===== src/rtl/mem_arbiter_pkg.sv =====
// Shared types and constants for the byte-wide memory port arbiter.
package mem_arbiter_pkg;

  typedef enum logic [1:0] {
    ST_IDLE  = 2'd0,
    ST_READ  = 2'd1,
    ST_WRITE = 2'd2
  } state_e;

  typedef enum logic {
    OWN_INST = 1'b0,
    OWN_DATA = 1'b1
  } owner_e;

  // data_len_i codes; 2'b11 is treated as a word as well
  localparam logic [1:0] LEN_BYTE = 2'b00;
  localparam logic [1:0] LEN_HALF = 2'b01;
  localparam logic [1:0] LEN_WORD = 2'b10;

  localparam logic [31:0] ZeroWord = 32'h0000_0000;

  // Number of single-byte RAM beats for a given length code
  function automatic logic [2:0] len_to_beats(input logic [1:0] len);
    case (len)
      LEN_BYTE: return 3'd1;
      LEN_HALF: return 3'd2;
      default:  return 3'd4;
    endcase
  endfunction

  // Byte k of a little-endian word
  function automatic logic [7:0] byte_of(input logic [31:0] w, input logic [1:0] k);
    return w[{k, 3'b000} +: 8];
  endfunction

endpackage


===== src/rtl/mem_arbiter.sv =====
// Arbitrates the byte-wide RAM port between instruction fetch and the MEM
// stage, splitting each 1/2/4-byte access into back-to-back byte cycles.
module mem_arbiter
  import mem_arbiter_pkg::*;
#(
  parameter int ADDR_WIDTH = 32,
  parameter bit DATA_FIRST = 1'b1
) (
  input  logic                  clk,
  input  logic                  rst,
  input  logic                  inst_read_i,
  input  logic [ADDR_WIDTH-1:0] inst_addr_i,
  input  logic                  inst_cancel_i,
  output logic                  inst_busy,
  output logic                  inst_enable_o,
  output logic [31:0]           inst_data_o,
  input  logic                  data_read_i,
  input  logic                  data_write_i,
  input  logic [ADDR_WIDTH-1:0] data_addr_i,
  input  logic [31:0]           data_wdata_i,
  input  logic [1:0]            data_len_i,
  output logic                  data_busy,
  output logic                  data_enable_o,
  output logic [31:0]           data_rdata_o,
  output logic [ADDR_WIDTH-1:0] mem_a,
  output logic [7:0]            mem_dout,
  output logic                  mem_wr,
  input  logic [7:0]            mem_din
);

  state_e                state_q, state_d;
  owner_e                owner_q, owner_d;
  logic [ADDR_WIDTH-1:0] addr_q, addr_d;
  logic [2:0]            n_q, n_d;
  logic [2:0]            cnt_q, cnt_d;
  logic [31:0]           wdata_q, wdata_d;
  logic [31:0]           buf_q, buf_d;
  logic [ADDR_WIDTH-1:0] mem_a_q, mem_a_d;
  logic [7:0]            mem_dout_q, mem_dout_d;
  logic                  mem_wr_q, mem_wr_d;
  logic                  inst_en_q, inst_en_d;
  logic                  data_en_q, data_en_d;
  logic [31:0]           inst_data_q, inst_data_d;
  logic [31:0]           data_rdata_q, data_rdata_d;
  logic                  busy_q, busy_d;

  logic [2:0]            nxt;
  logic [1:0]            cap_idx;
  logic                  data_req;
  logic                  grant_data;

  assign nxt        = cnt_q + 3'd1;
  // In READ cycle k the RAM returns the byte addressed one cycle earlier
  assign cap_idx    = cnt_q[1:0] - 2'd1;
  assign data_req   = data_read_i | data_write_i;
  assign grant_data = data_req & (DATA_FIRST | ~inst_read_i);

  // Next-state, beat sequencing and registered-output values
  always_comb begin
    state_d      = state_q;
    owner_d      = owner_q;
    addr_d       = addr_q;
    n_d          = n_q;
    cnt_d        = cnt_q;
    wdata_d      = wdata_q;
    buf_d        = buf_q;
    mem_a_d      = '0;
    mem_dout_d   = 8'h00;
    mem_wr_d     = 1'b0;
    inst_en_d    = 1'b0;
    data_en_d    = 1'b0;
    inst_data_d  = inst_data_q;
    data_rdata_d = data_rdata_q;

    case (state_q)
      ST_IDLE: begin
        if (grant_data) begin
          owner_d = OWN_DATA;
          addr_d  = data_addr_i;
          n_d     = len_to_beats(data_len_i);
          wdata_d = data_wdata_i;
          cnt_d   = 3'd0;
          buf_d   = ZeroWord;
          mem_a_d = data_addr_i;
          if (data_write_i) begin
            state_d    = ST_WRITE;
            mem_wr_d   = 1'b1;
            mem_dout_d = data_wdata_i[7:0];
          end else begin
            state_d = ST_READ;
          end
        end else if (inst_read_i) begin
          owner_d = OWN_INST;
          addr_d  = inst_addr_i;
          n_d     = 3'd4;
          cnt_d   = 3'd0;
          buf_d   = ZeroWord;
          mem_a_d = inst_addr_i;
          state_d = ST_READ;
        end
      end

      ST_READ: begin
        if ((owner_q == OWN_INST) && inst_cancel_i) begin
          // Branch flush: drop the fetch and any byte still in flight
          state_d = ST_IDLE;
        end else begin
          if (cnt_q != 3'd0) begin
            buf_d = buf_q | (32'(mem_din) << {cap_idx, 3'b000});
          end
          if (nxt < n_q) begin
            mem_a_d = addr_q + ADDR_WIDTH'(nxt);
          end
          if (cnt_q == n_q) begin
            state_d = ST_IDLE;
            if (owner_q == OWN_INST) begin
              inst_en_d   = 1'b1;
              inst_data_d = buf_d;
            end else begin
              data_en_d    = 1'b1;
              data_rdata_d = buf_d;
            end
          end else begin
            cnt_d = nxt;
          end
        end
      end

      ST_WRITE: begin
        if (nxt < n_q) begin
          mem_a_d    = addr_q + ADDR_WIDTH'(nxt);
          mem_dout_d = byte_of(wdata_q, nxt[1:0]);
          mem_wr_d   = 1'b1;
          cnt_d      = nxt;
        end else begin
          state_d   = ST_IDLE;
          data_en_d = 1'b1;
        end
      end

      default: state_d = ST_IDLE;
    endcase

    busy_d = (state_d != ST_IDLE);
  end

  // State and output registers; reset clears everything, including partial data
  always_ff @(posedge clk or negedge rst) begin
    if (!rst) begin
      state_q      <= ST_IDLE;
      owner_q      <= OWN_INST;
      addr_q       <= '0;
      n_q          <= 3'd0;
      cnt_q        <= 3'd0;
      wdata_q      <= ZeroWord;
      buf_q        <= ZeroWord;
      mem_a_q      <= '0;
      mem_dout_q   <= 8'h00;
      mem_wr_q     <= 1'b0;
      inst_en_q    <= 1'b0;
      data_en_q    <= 1'b0;
      inst_data_q  <= ZeroWord;
      data_rdata_q <= ZeroWord;
      busy_q       <= 1'b0;
    end else begin
      state_q      <= state_d;
      owner_q      <= owner_d;
      addr_q       <= addr_d;
      n_q          <= n_d;
      cnt_q        <= cnt_d;
      wdata_q      <= wdata_d;
      buf_q        <= buf_d;
      mem_a_q      <= mem_a_d;
      mem_dout_q   <= mem_dout_d;
      mem_wr_q     <= mem_wr_d;
      inst_en_q    <= inst_en_d;
      data_en_q    <= data_en_d;
      inst_data_q  <= inst_data_d;
      data_rdata_q <= data_rdata_d;
      busy_q       <= busy_d;
    end
  end

  assign inst_busy     = busy_q;
  assign data_busy     = busy_q;
  assign inst_enable_o = inst_en_q;
  assign data_enable_o = data_en_q;
  assign inst_data_o   = inst_data_q;
  assign data_rdata_o  = data_rdata_q;
  assign mem_a         = mem_a_q;
  assign mem_dout      = mem_dout_q;
  assign mem_wr        = mem_wr_q;

endmodule

===== config.mk =====
export PLATFORM = sky130hd
export DESIGN_NAME = mem_arbiter
export DESIGN_NICKNAME = d
export VERILOG_FILES = /design/src/rtl/mem_arbiter_pkg.sv /design/src/rtl/mem_arbiter.sv
export SDC_FILE = /design/constraint.sdc
export NUM_CORES = 1
export LEC_CHECK = 0
export CORE_MARGIN = 2
export CORE_UTILIZATION = 55
export CTS_BUF_LIST = sky130_fd_sc_hd__clkbuf_16
export DETAILED_ROUTE_END_ITERATION = 8
export DONT_BUFFER_PORTS = 1
export PLACE_DENSITY = 0.7
export SYNTH_ARGS = -nofsm -noshare
export SYNTH_HDL_FRONTEND = slang
export SYNTH_SLANG_ARGS = --single-unit

===== constraint.sdc =====
create_clock -name clk -period 3.9 [get_ports clk]
set_clock_uncertainty 0.15 [all_clocks]
set_input_delay 0.585 -clock clk [delete_from_list [all_inputs] [get_ports clk]]
set_output_delay 0.585 -clock clk [all_outputs]
set_load 0.03 [all_outputs]

==> impl_summary.txt, run 1 <==
----------------------------------------------------
[Clock tree]
  Number of buffers inserted during clock tree synthesis ... 22
  CTS Root Buffer Type ... sky130_fd_sc_hd__clkbuf_16
  Sinks on the clock net ... 213
  Resize count post-CTS ... 0
  Source-to-sink clock delay at the later pin of the worst-skew pair ... 0.49 ns
  Post-CTS repair timing setup buffer count ... 0
  Register clock-pin slew on the reported worst setup and hold paths ... ~0.060 ns
  Buffer depth of the longest clock path ... 3
  TritonCTS clock tree ... built
  H-tree level count ... 1

[Setup path]
  Highest net fanout along the worst path ... 10
  Critical path origin ... cnt_q[0]$_DFFE_PN0P_
  R2r setup slk ... 0.68 ns
  Arrival time at the worst endpoint ... ~3.4 ns
  End point of the critical path ... mem_a[28]$_DFF_PN0_
  Cell with the most instances on the worst path ... sky130_fd_sc_hd__inv_1
  Destination of the worst register-to-register timing path ... mem_a[28]$_DFF_PN0_
  Delay of the slowest critical-path stage ... 0.78 ns
  Category of the most critical setup path ... reg -> reg
  Critical path startpoint category ... register
  Reg2reg start ... cnt_q[0]$_DFFE_PN0P_
  Worst setup EP type ... register
  CP required ... a little over 4 ns
  Standard cell with the maximum stage delay on the critical path ... sky130_fd_sc_hd__a2111oi_4
  Cell chain of the critical path ... inv_1 -> ha_1 -> inv_1 -> fa_1 -> nand2b_1 -> a2111oi_4 -> nand4_1 -> xnor2_1 -> o22ai_1
  Worst reg2reg path depth ... 9

[Die]
  Rows ... 47
  Initial Util ... a little under three fifths
  Area of the core ... approximately 17000 sq um
  Overall die width ... between 100 and 150 um
  Area enclosed by the die boundary ... between 15000 and 20000 sq um
  Die extent in y ... ~130 um
  Total I/O pin count ... 221

[Logic synthesis]
  Post-Synthesis Cells ... 876
  Async set-reset flop share out of synthesis ... 100%
  Fraction of synthesized cell area taken by the top area cell type ... 56.9%
  Net count of the mapped netlist ... approximately 1000
  Syn. warnings ... 0
  Synthesized area per cell ... roughly 11 sq um
  Summed instance area of the synthesized netlist ... 9370 sq um
  Distinct cell type count after synthesis ... 53
  Number of enable flip-flop cells after synthesis ... 0
  Register bit count reported by yosys ... about 210
  Dominant cells by area after synthesis ... sky130_fd_sc_hd__dfrtp_1 (57%), sky130_fd_sc_hd__nand2_1 (5.1%), sky130_fd_sc_hd__a21oi_1 (4.5%)
  Commonest register cell after synthesis ... sky130_fd_sc_hd__dfrtp_1
  Leading area contributor after synthesis ... sky130_fd_sc_hd__dfrtp_1
  Sequential-to-total area share from yosys stat ... 56.9%

[Cells and area]
  Layout overhead on the synthesized area ... 8.23%
  Total number of nets in the final design ... 980
  Filler-free cell count of the finished design ... between 1000 and 1500
  Most frequent cells in the layout ... sky130_fd_sc_hd__dfrtp_1 (213), sky130_fd_sc_hd__nand2_1 (128), sky130_fd_sc_hd__a21oi_1 (84), sky130_fd_sc_hd__o21ai_0 (84), sky130_fd_sc_hd__nor2_1 (49)
  Most common library cell in the layout ignoring fill and taps ... sky130_fd_sc_hd__dfrtp_1
  Area of the multi-input gates ... roughly 3700 sq um
  Count of inserted antenna diode cells ... 0
  Fillers ... ~1400
  Total area of sequential cells ... around 5300 sq um
  Area of all placed cells without fillers ... just over 10000 sq um
  Layout cells sized above 1 ... 12.6%

[Placement]
  Post-DP Area ... between 9000 and 10000 sq um
  Routability-driven placement congestion ratio ... 0.873
  Placed Cells ... between 1000 and 1500
  Quantity of I/O buffers inserted on ports ... 0
  Detailed-placement wirelength estimate ... 14.6 mm
  Worst slack, placed ... 0.742 ns

[Power and ir drop]
  Part of the power in combinational logic ... 25.4%
  Part of the power in registers ... 51.4%
  Internal power ... between 5 and 6 mW
  Switching pwr ... between 3 and 4 mW
  Static leakage ... about 4.6 nW
  Total power ... about 8.5 mW
  Clk pwr share ... a little under a quarter
  Switching share of power ... around two fifths
  Power density relative to cell area ... approximately 840 nW/um^2
  Peak supply drop ... approximately 460 uV

[Global route]
  Global-route wire length before repair ... ~34 mm
  Global-route total usage across every layer ... a little under a quarter
  GRT Residual Overflow ... 0
  Antenna violations before repair ... 0
  Via count of the first global-routing pass ... 6567
  Pin count of the biggest net entering global routing ... 214

[STA]
  Share of the clock period used by the worst path after layout ... between 80% and 90%
  Maximum frequency from static timing analysis ... 310 MHz
  Transition time at the pin with the least slew margin ... around 1.3 ns
  Final hold viol count ... around 210
  Unrepaired setup endpoints after global routing ... no
  Worst Slack Setup Final ... between 0.6 and 0.7 ns
  Sum of negative setup slack ... 0 ns
  Final count of pins violating max slew ... 0
  Max-slew headroom at the worst pin ... around an eighth
  Number of setup violations in the final report ... 0
  Final critical-path required period ... roughly 3.2 ns
  Post-Route Hold Slack ... -0.366 ns

[Hold path]
  Class of the tightest hold or removal check ... in -> async

[Drt]
  1st-pass router iterations ... 5
  Iteration-0 DRC count of the detailed router ... 450
  Total wire length after detailed routing ... about 21 mm
  Number of vias in the routed layout ... 6384
  Number of antenna-violating nets in the routed design ... 0
  WL per Instance ... ~20 um
  Post-detailed-route via-to-cell ratio ... about 5.9
  DRC violations left ... 0

[Status]
  Run status ... finished, violations left
  Failing checks ... negative hold slack

[Run]
  Max-cap check violation count ... 0

----------------------------------------------------
==> worst min path at each step <==
stage | start | endpoint | slack [ns] | cells after the start
after global routing | rst | inst_data_o[11]$_DFFE_PN0P_ | -0.38 | 0
after floorplan | rst | addr_q[0]$_DFFE_PN0P_ | 0.14 | 0
after global placement | rst | inst_data_o[11]$_DFFE_PN0P_ | 0.15 | 0
after CTS | rst | inst_data_o[11]$_DFFE_PN0P_ | -0.38 | 0
final | rst | inst_data_o[11]$_DFFE_PN0P_ | -0.37 | 0
after detailed placement | rst | inst_data_o[11]$_DFFE_PN0P_ | 0.15 | 0
==> power groups by stage <==
stage	logic (mW)	clock network, mW	registers (mW)
4_1_cts	2.17	2.01	4.36
5_1_grt	2.42	2.09	4.44
3_3_place_gp	2.04	0	4.35
6_report	2.15	1.97	4.36
3_5_place_dp	2.15	0	4.39
2_1_floorplan	1.75	0	4.19
==> cells by family (layout without fill, tap and decap cells) <==
kind of cell,count (synthesis),after routing,share of synthesized area (%)
and+or+nand+nor,244,244,11.7
AOI/OAI and AO/OA,232,232,14.3
DFF,213,213,56.9
buffers and inverters,77,72,3.89
muxes,65,65,8.44
xor gates and xnor gates,32,32,2.99
adders and majority gates,13,13,1.82
==> metal layers <==
metal	GRT usage (%)	share of wire, %
met2	40.1	50
met5	0	0
met4	8.13	2.5
met1	31.3	41
met3	3.98	6.0
==> critical path, delay by kind of cell (launching register included) <==
kind | cells | cell delay (ns)
simple gates | 2 | 0.45
fa+ha+maj | 2 | 0.77
flops | 1 | 0.34
compound gates | 2 | 0.90
xor+xnor | 1 | 0.23
buf+inv | 2 | 0.21
==> registers in the layout, summed over array words and instances (netlist names), 2 cells and up <==
register,count
addr_q,32
buf_q,32
cnt_q,3
data_rdata_o,32
inst_data_o,32
mem_a,32
mem_dout,8
n_q,3
state_q,2
wdata_q,32
==> metrics by stage <==
step	utilization, %	hold WS (ns)
2_1_floorplan	-	0.139
3_3_place_gp	56.8	0.146
3_5_place_dp	56.8	0.146
4_1_cts	60.9	-0.383
5_1_grt	60.9	-0.384
6_report	60.9	-0.366
==> Yosys cell counts, types with 2 or more instances <==
master	count
sky130_fd_sc_hd__buf_2	21
sky130_fd_sc_hd__and3_1	7
sky130_fd_sc_hd__buf_1	4
sky130_fd_sc_hd__nand4_1	11
sky130_fd_sc_hd__xnor2_1	6
sky130_fd_sc_hd__ha_1	12
sky130_fd_sc_hd__mux4_2	8
sky130_fd_sc_hd__and2b_1	2
sky130_fd_sc_hd__clkbuf_1	23
sky130_fd_sc_hd__or2_2	2
sky130_fd_sc_hd__nor3_1	4
sky130_fd_sc_hd__buf_6	6
sky130_fd_sc_hd__nor3_2	3
sky130_fd_sc_hd__inv_1	22
sky130_fd_sc_hd__nor2b_1	4
sky130_fd_sc_hd__nor2_1	49
sky130_fd_sc_hd__nand2_1	128
sky130_fd_sc_hd__mux2_2	32
sky130_fd_sc_hd__o21ai_0	84
sky130_fd_sc_hd__nand2b_1	5
sky130_fd_sc_hd__or3_1	2
sky130_fd_sc_hd__nand3b_1	2
sky130_fd_sc_hd__o21ai_2	17
sky130_fd_sc_hd__a211oi_1	2
sky130_fd_sc_hd__a21o_1	9
sky130_fd_sc_hd__mux2i_1	25
sky130_fd_sc_hd__dfrtp_1	213
sky130_fd_sc_hd__and2_1	2
sky130_fd_sc_hd__a21oi_1	84
sky130_fd_sc_hd__nand3_1	14
sky130_fd_sc_hd__o22ai_1	24
sky130_fd_sc_hd__nor4_1	3
sky130_fd_sc_hd__xor2_1	26
==> cell type report <==
cell class                 instances  area share [%]
timing repair buffer              10           0.740
clock buffer                      23            5.68
clock inverter                    17            1.02
tap                              220            2.72
sequential                       213            52.6
inverter                          22           0.815
multi-input combinational        586            36.5
(Power assumes the default switching activity.)
==> inputs of run 2 (changes only) <==
Clock period 3.9 ns to 3.2 ns, I/O delays scaled along.
==> impl_summary.txt, run 2 (synthesized netlist as in run 1, its figures left out) <==
----------------------------------------------------
[Cells and area]
  Most frequent cells in the layout ... sky130_fd_sc_hd__dfrtp_1 (212), sky130_fd_sc_hd__nand2_1 (128), sky130_fd_sc_hd__a21oi_1 (84), sky130_fd_sc_hd__o21ai_0 (84), sky130_fd_sc_hd__nor2_1 (49)
  Total number of nets in the final design ... 1032
  Area of all placed cells without fillers ... 10700 sq um
  Most common library cell in the layout ignoring fill and taps ... sky130_fd_sc_hd__dfrtp_1
  Layout overhead on the synthesized area ... 14.4%
  Fillers ... approximately 1300
  Layout cells sized above 1 ... between 10% and 20%
  Finished Core Util ... around 64%

[Die]
  Die extent in y ... ~130 um
  Overall die width ... between 100 and 150 um
  Total I/O pin count ... between 200 and 250
  Rows ... 47
  Area of the core ... around 17000 sq um
  Initial Util ... 56.3%
  Area enclosed by the die boundary ... about 18000 sq um

[Clock tree]
  Register clock-pin slew on the reported worst setup and hold paths ... around 0.060 ns
  Source-to-sink clock delay at the later pin of the worst-skew pair ... 0.49 ns
  Number of buffers inserted during clock tree synthesis ... 22
  CTS Root Buffer Type ... sky130_fd_sc_hd__clkbuf_16
  Buffer depth of the longest clock path ... 3
  H-tree level count ... 1
  Sinks on the clock net ... ~210
  TritonCTS clock tree ... built
  Post-CTS repair timing setup buffer count ... 0

[STA]
  Maximum frequency from static timing analysis ... 330 MHz
  Final count of pins violating max slew ... 0
  Unrepaired setup endpoints after global routing ... no
  Max-slew headroom at the worst pin ... 44.9%
  Sum of negative setup slack ... 0 ns
  Post-Route Hold Slack ... -0.458 ns
  Final critical-path required period ... roughly 3.0 ns
  Share of the clock period used by the worst path after layout ... between 90% and 100%
  Final hold viol count ... ~210
  Transition time at the pin with the least slew margin ... 0.819 ns
  Number of setup violations in the final report ... 0

[Global route]
  Via count of the first global-routing pass ... around 7000
  Pin count of the biggest net entering global routing ... 214
  GRT Residual Overflow ... 0
  Global-route total usage across every layer ... around 25%
  Global-route wire length before repair ... around 36 mm
  Antenna violations before repair ... 1

[Hold path]
  Class of the tightest hold or removal check ... in -> async

[Placement]
  Quantity of I/O buffers inserted on ports ... 0
  Routability-driven placement congestion ratio ... around 0.86
  Detailed-placement wirelength estimate ... around 15 mm
  Post-DP Area ... around 9500 sq um

[Setup path]
  Category of the most critical setup path ... reg -> reg
  Standard cell with the maximum stage delay on the critical path ... sky130_fd_sc_hd__dfrtp_2
  Destination of the worst register-to-register timing path ... mem_a[26]$_DFF_PN0_
  CP required ... 3.44 ns
  Worst reg2reg path depth ... 10
  Cell with the most instances on the worst path ... sky130_fd_sc_hd__inv_1
  Reg2reg start ... cnt_q[0]$_DFFE_PN0P_
  Critical path startpoint category ... register
  R2r setup slk ... between 0.15 and 0.2 ns
  Cell chain of the critical path ... inv_1 -> ha_1 -> inv_1 -> fa_1 -> nand2b_1 -> a2111oi_4 -> buf_4 -> nand4_1 -> xor2_1 -> o22ai_1
  Delay of the slowest critical-path stage ... about 0.44 ns
  Critical path origin ... cnt_q[0]$_DFFE_PN0P_
  Arrival time at the worst endpoint ... 3.27 ns
  Highest net fanout along the worst path ... 10
  End point of the critical path ... mem_a[26]$_DFF_PN0_
  Worst setup EP type ... register

[Status]
  Run status ... finished, violations left
  Failing checks ... negative hold slack

[Drt]
  Number of antenna-violating nets in the routed design ... 0
  Iteration-0 DRC count of the detailed router ... around 460
  1st-pass router iterations ... 5
  DRC violations left ... 0
  Post-detailed-route via-to-cell ratio ... approximately 5.8
  Number of vias in the routed layout ... between 6000 and 7000
  WL per Instance ... 19.9 um
  Total wire length after detailed routing ... ~23 mm

[Power and ir drop]
  Total power ... 10.7 mW
  Static leakage ... between 4 and 5 nW
  Power density relative to cell area ... roughly 1000 nW/um^2
  Peak supply drop ... 541 uV

[Run]
  Max-cap check violation count ... 0

----------------------------------------------------
==> run 2: power breakdown <==
| group | total [mW] | leakage, nW | internal (mW) | switching [mW] |
|---|---|---|---|---|
| clock | 2.59 | 0.371 | 1.55 | 1.04 |
| sequential | 5.34 | 2.69 | 3.63 | 1.71 |
| combinational | 2.74 | 1.77 | 1.18 | 1.56 |
==> run 2: worst min path at each step <==
stage | end | cells past startpoint
floorplan | addr_q[0]$_DFFE_PN0P_ | 0
global placement | inst_data_o[11]$_DFFE_PN0P_ | 0
detailed placement | data_rdata_o[11]$_DFFE_PN0P_ | 0
CTS | inst_data_o[5]$_DFFE_PN0P_ | 0
global route | data_rdata_o[11]$_DFFE_PN0P_ | 0
finish | data_rdata_o[11]$_DFFE_PN0P_ | 0
==> run 2: per-layer routing <==
layer  up-vias  wire length [um]  GRT usage, %
li1       3096                 -             -
met1      3237              9190          32.9
met2       232             11400          42.4
met3        47              1500          5.03
met4         0               617          8.60
met5         -                 0             0
==> run 2: worst max-delay path, delay by kind of cell (launching register included) <==
kind,cells,cell delay [ns]
XOR/XNOR,1,0.19
flip-flops,1,0.44
buffers and inverters,3,0.50
adder cells (fa/ha/maj),2,0.77
AND/OR/NAND/NOR,2,0.35
AO/OA/AOI/OAI,2,0.54
==> run 2: timing repair <==
action	in CTS	in global routing
endpoints found under the hold margin	282	214
gates resized for setup	0	2
hold buffers	43	1
setup endpoints to repair	0	15
==> run 2: through the flow <==
stage | setup WS (ns) | cells | hold WS [ns]
after detailed placement | 0.116 | 1059 | 0.0407
after global routing | 0.00535 | 1144 | -0.482
after floorplan | 0.294 | 876 | 0.0344
after global placement | 0.240 | 1059 | 0.0408
after CTS | 0.0917 | 1142 | -0.476
final | 0.171 | 1144 | -0.458
==> run 2: layout make-up <==
class | instances | area (sq um) | share of cell area, %
well taps | 220 | 275 | 2.57
clock buffers | 23 | 576 | 5.37
multi-input cells | 586 | 3710 | 34.6
clock inverters | 17 | 169 | 1.58
flip-flops and latches | 213 | 5330 | 49.7
diodes | 1 | 2.50 | 0.0233
inverters | 22 | 82.6 | 0.770
repair buffers | 62 | 576 | 5.37
==> inputs of run 3 (changes only) <==
Settings changed: SLEW_MARGIN from default to 20.
==> impl_summary.txt, run 3 (synthesized netlist as in run 1, its figures left out) <==
----------------------------------------------------
[Setup path]
  Category of the most critical setup path ... reg -> reg
  R2r setup slk ... roughly 0.15 ns
  Worst setup EP type ... register
  Highest net fanout along the worst path ... 10
  Arrival time at the worst endpoint ... ~3.3 ns
  CP required ... 3.44 ns
  Critical path startpoint category ... register

[Cells and area]
  Layout overhead on the synthesized area ... 14.4%
  Most frequent cells in the layout ... sky130_fd_sc_hd__dfrtp_1 (212), sky130_fd_sc_hd__nand2_1 (128), sky130_fd_sc_hd__a21oi_1 (84), sky130_fd_sc_hd__o21ai_0 (84), sky130_fd_sc_hd__nor2_1 (49)
  Area of all placed cells without fillers ... roughly 11000 sq um
  Filler-free cell count of the finished design ... between 1000 and 1500
  Total number of nets in the final design ... 1031
  Most common library cell in the layout ignoring fill and taps ... sky130_fd_sc_hd__dfrtp_1
  Layout cells sized above 1 ... 13.8%

[Power and ir drop]
  Static leakage ... roughly 4.8 nW
  Power density relative to cell area ... 996 nW/um^2
  Peak supply drop ... 545 uV

[STA]
  Share of the clock period used by the worst path after layout ... between 90% and 100%
  Number of setup violations in the final report ... 0
  Transition time at the pin with the least slew margin ... 0.810 ns
  Post-Route Hold Slack ... -0.468 ns
  Max-slew headroom at the worst pin ... 45.5%
  Worst Slack Setup Final ... 0.148 ns
  Sum of negative setup slack ... 0 ns
  Final hold viol count ... about 210
  Final count of pins violating max slew ... 0
  Final critical-path required period ... between 3 and 4 ns
  Maximum frequency from static timing analysis ... 328 MHz

[Die]
  Rows ... 47
  Area enclosed by the die boundary ... 18100 sq um
  Total I/O pin count ... 221
  Overall die width ... approximately 130 um
  Die extent in y ... about 130 um
  Area of the core ... approximately 17000 sq um
  Initial Util ... around 56%

[Drt]
  Number of vias in the routed layout ... around 6700
  Post-detailed-route via-to-cell ratio ... 5.85
  WL per Instance ... between 15 and 20 um
  Total wire length after detailed routing ... 22.7 mm
  1st-pass router iterations ... 5
  Iteration-0 DRC count of the detailed router ... approximately 530
  DRC violations left ... 0
  Number of antenna-violating nets in the routed design ... 0

[Global route]
  GRT Residual Overflow ... 0
  GR Util met1 ... between 30% and 40%
  Routing usage on met2 ... between 40% and 50%
  Global-route total usage across every layer ... between 20 and 25%
  Global-route wire length before repair ... 35.8 mm
  Most Crowded Layer GR ... met2
  Met3 global-route usage ... ~4.4%
  Via count of the first global-routing pass ... 6853
  Pin count of the biggest net entering global routing ... approximately 210
  Antenna violations before repair ... 1

[Clock tree]
  Number of buffers inserted by hold repair at cts ... 43
  Number of buffers inserted during clock tree synthesis ... 22
  H-tree level count ... 1
  Post-CTS repair timing setup buffer count ... 0
  Source-to-sink clock delay at the later pin of the worst-skew pair ... between 0.4 and 0.5 ns
  CTS Root Buffer Type ... sky130_fd_sc_hd__clkbuf_16
  Register clock-pin slew on the reported worst setup and hold paths ... ~0.060 ns
  Sinks on the clock net ... 213
  Buffer depth of the longest clock path ... 3
  TritonCTS clock tree ... built

[Placement]
  Detailed-placement wirelength estimate ... 14.9 mm
  Quantity of I/O buffers inserted on ports ... 0
  Post-DP Area ... about 9500 sq um
  Worst slack, placed ... a little under 0.1 ns
  Routability-driven placement congestion ratio ... between 0.8 and 0.9
  Placed Cells ... 1059

[Status]
  Failing checks ... negative hold slack
  Run status ... finished, violations left

[Hold path]
  Class of the tightest hold or removal check ... in -> async

[Run]
  Max-cap check violation count ... 0

----------------------------------------------------
[run 3: changes by cell type in the layout (fill, tap and decap cells not counted)]
cell	before	now
sky130_fd_sc_hd__buf_4	18	17
sky130_fd_sc_hd__buf_6	0	1
sky130_fd_sc_hd__clkinv_4	1	0
sky130_fd_sc_hd__diode_2	1	2
sky130_fd_sc_hd__dlygate4sd3_1	44	43
sky130_fd_sc_hd__inv_6	1	2
[run 3: path summary, 6_finish.rpt]
path | start | depth (start not counted) | endpoint
max | cnt_q[0]$_DFFE_PN0P_ | 10 | mem_a[26]$_DFF_PN0_
min reg2reg | buf_q[31]$_DFFE_PN0P_ | 2 | buf_q[31]$_DFFE_PN0P_
max in group asynchronous | rst | 0 | buf_q[19]$_DFFE_PN0P_
min | rst | 0 | inst_data_o[13]$_DFFE_PN0P_
max reg2reg | cnt_q[0]$_DFFE_PN0P_ | 10 | mem_a[26]$_DFF_PN0_
min in group clk | mem_din[5] | 2 | buf_q[13]$_DFFE_PN0P_
[run 3: final cells by class]
| class | count | area [sq um] |
|---|---|---|
| Inverter | 22 | 82.6 |
| Clock inverter | 17 | 169 |
| Antenna cell | 2 | 5.00 |
| Fill cell | 1322 | 5930 |
| Tap cell | 220 | 275 |
| Multi-Input combinational cell | 586 | 3710 |
| Timing Repair Buffer | 61 | 569 |
| Clock buffer | 23 | 576 |
| Sequential cell | 213 | 5330 |
[run 3: per-stage QoR]
stage          util (%)  total power, mW
2_1_floorplan         -             7.24
3_5_place_dp       57.2             8.03
3_3_place_gp       57.2             7.83
4_1_cts            64.3             10.7
6_report           64.4             10.7
5_1_grt            64.4             11.2
[run 3: routing by layer]
layer	routed length (um)	share of wire, %
met1	9190	40
met4	531	2.3
met5	0	0
met3	1440	6.3
met2	11600	51
[run 3: repair_timing]
item	in CTS	in global routing
hold endpoints to repair	275	213
setup endpoints to repair	0	18
gates resized for setup	0	3
[run 3: worst max-delay path, stage by stage (launching register included)]
cell and delay [ns]:
sky130_fd_sc_hd__dfrtp_2 0.45, sky130_fd_sc_hd__inv_1 0.15, sky130_fd_sc_hd__ha_1 0.33, sky130_fd_sc_hd__inv_1 0.09, sky130_fd_sc_hd__fa_1 0.44, sky130_fd_sc_hd__nand2b_1 0.23, sky130_fd_sc_hd__a2111oi_4 0.41, sky130_fd_sc_hd__buf_6 0.21
sky130_fd_sc_hd__nand4_1 0.11, sky130_fd_sc_hd__xor2_1 0.19, sky130_fd_sc_hd__o22ai_1 0.18
[run 3: power by group]
part / switching [mW] / leakage, nW / internal [mW]
logic: 1.55 / 1.77 / 1.19
clock network: 1.05 / 0.371 / 1.56
registers: 1.71 / 2.69 / 3.63
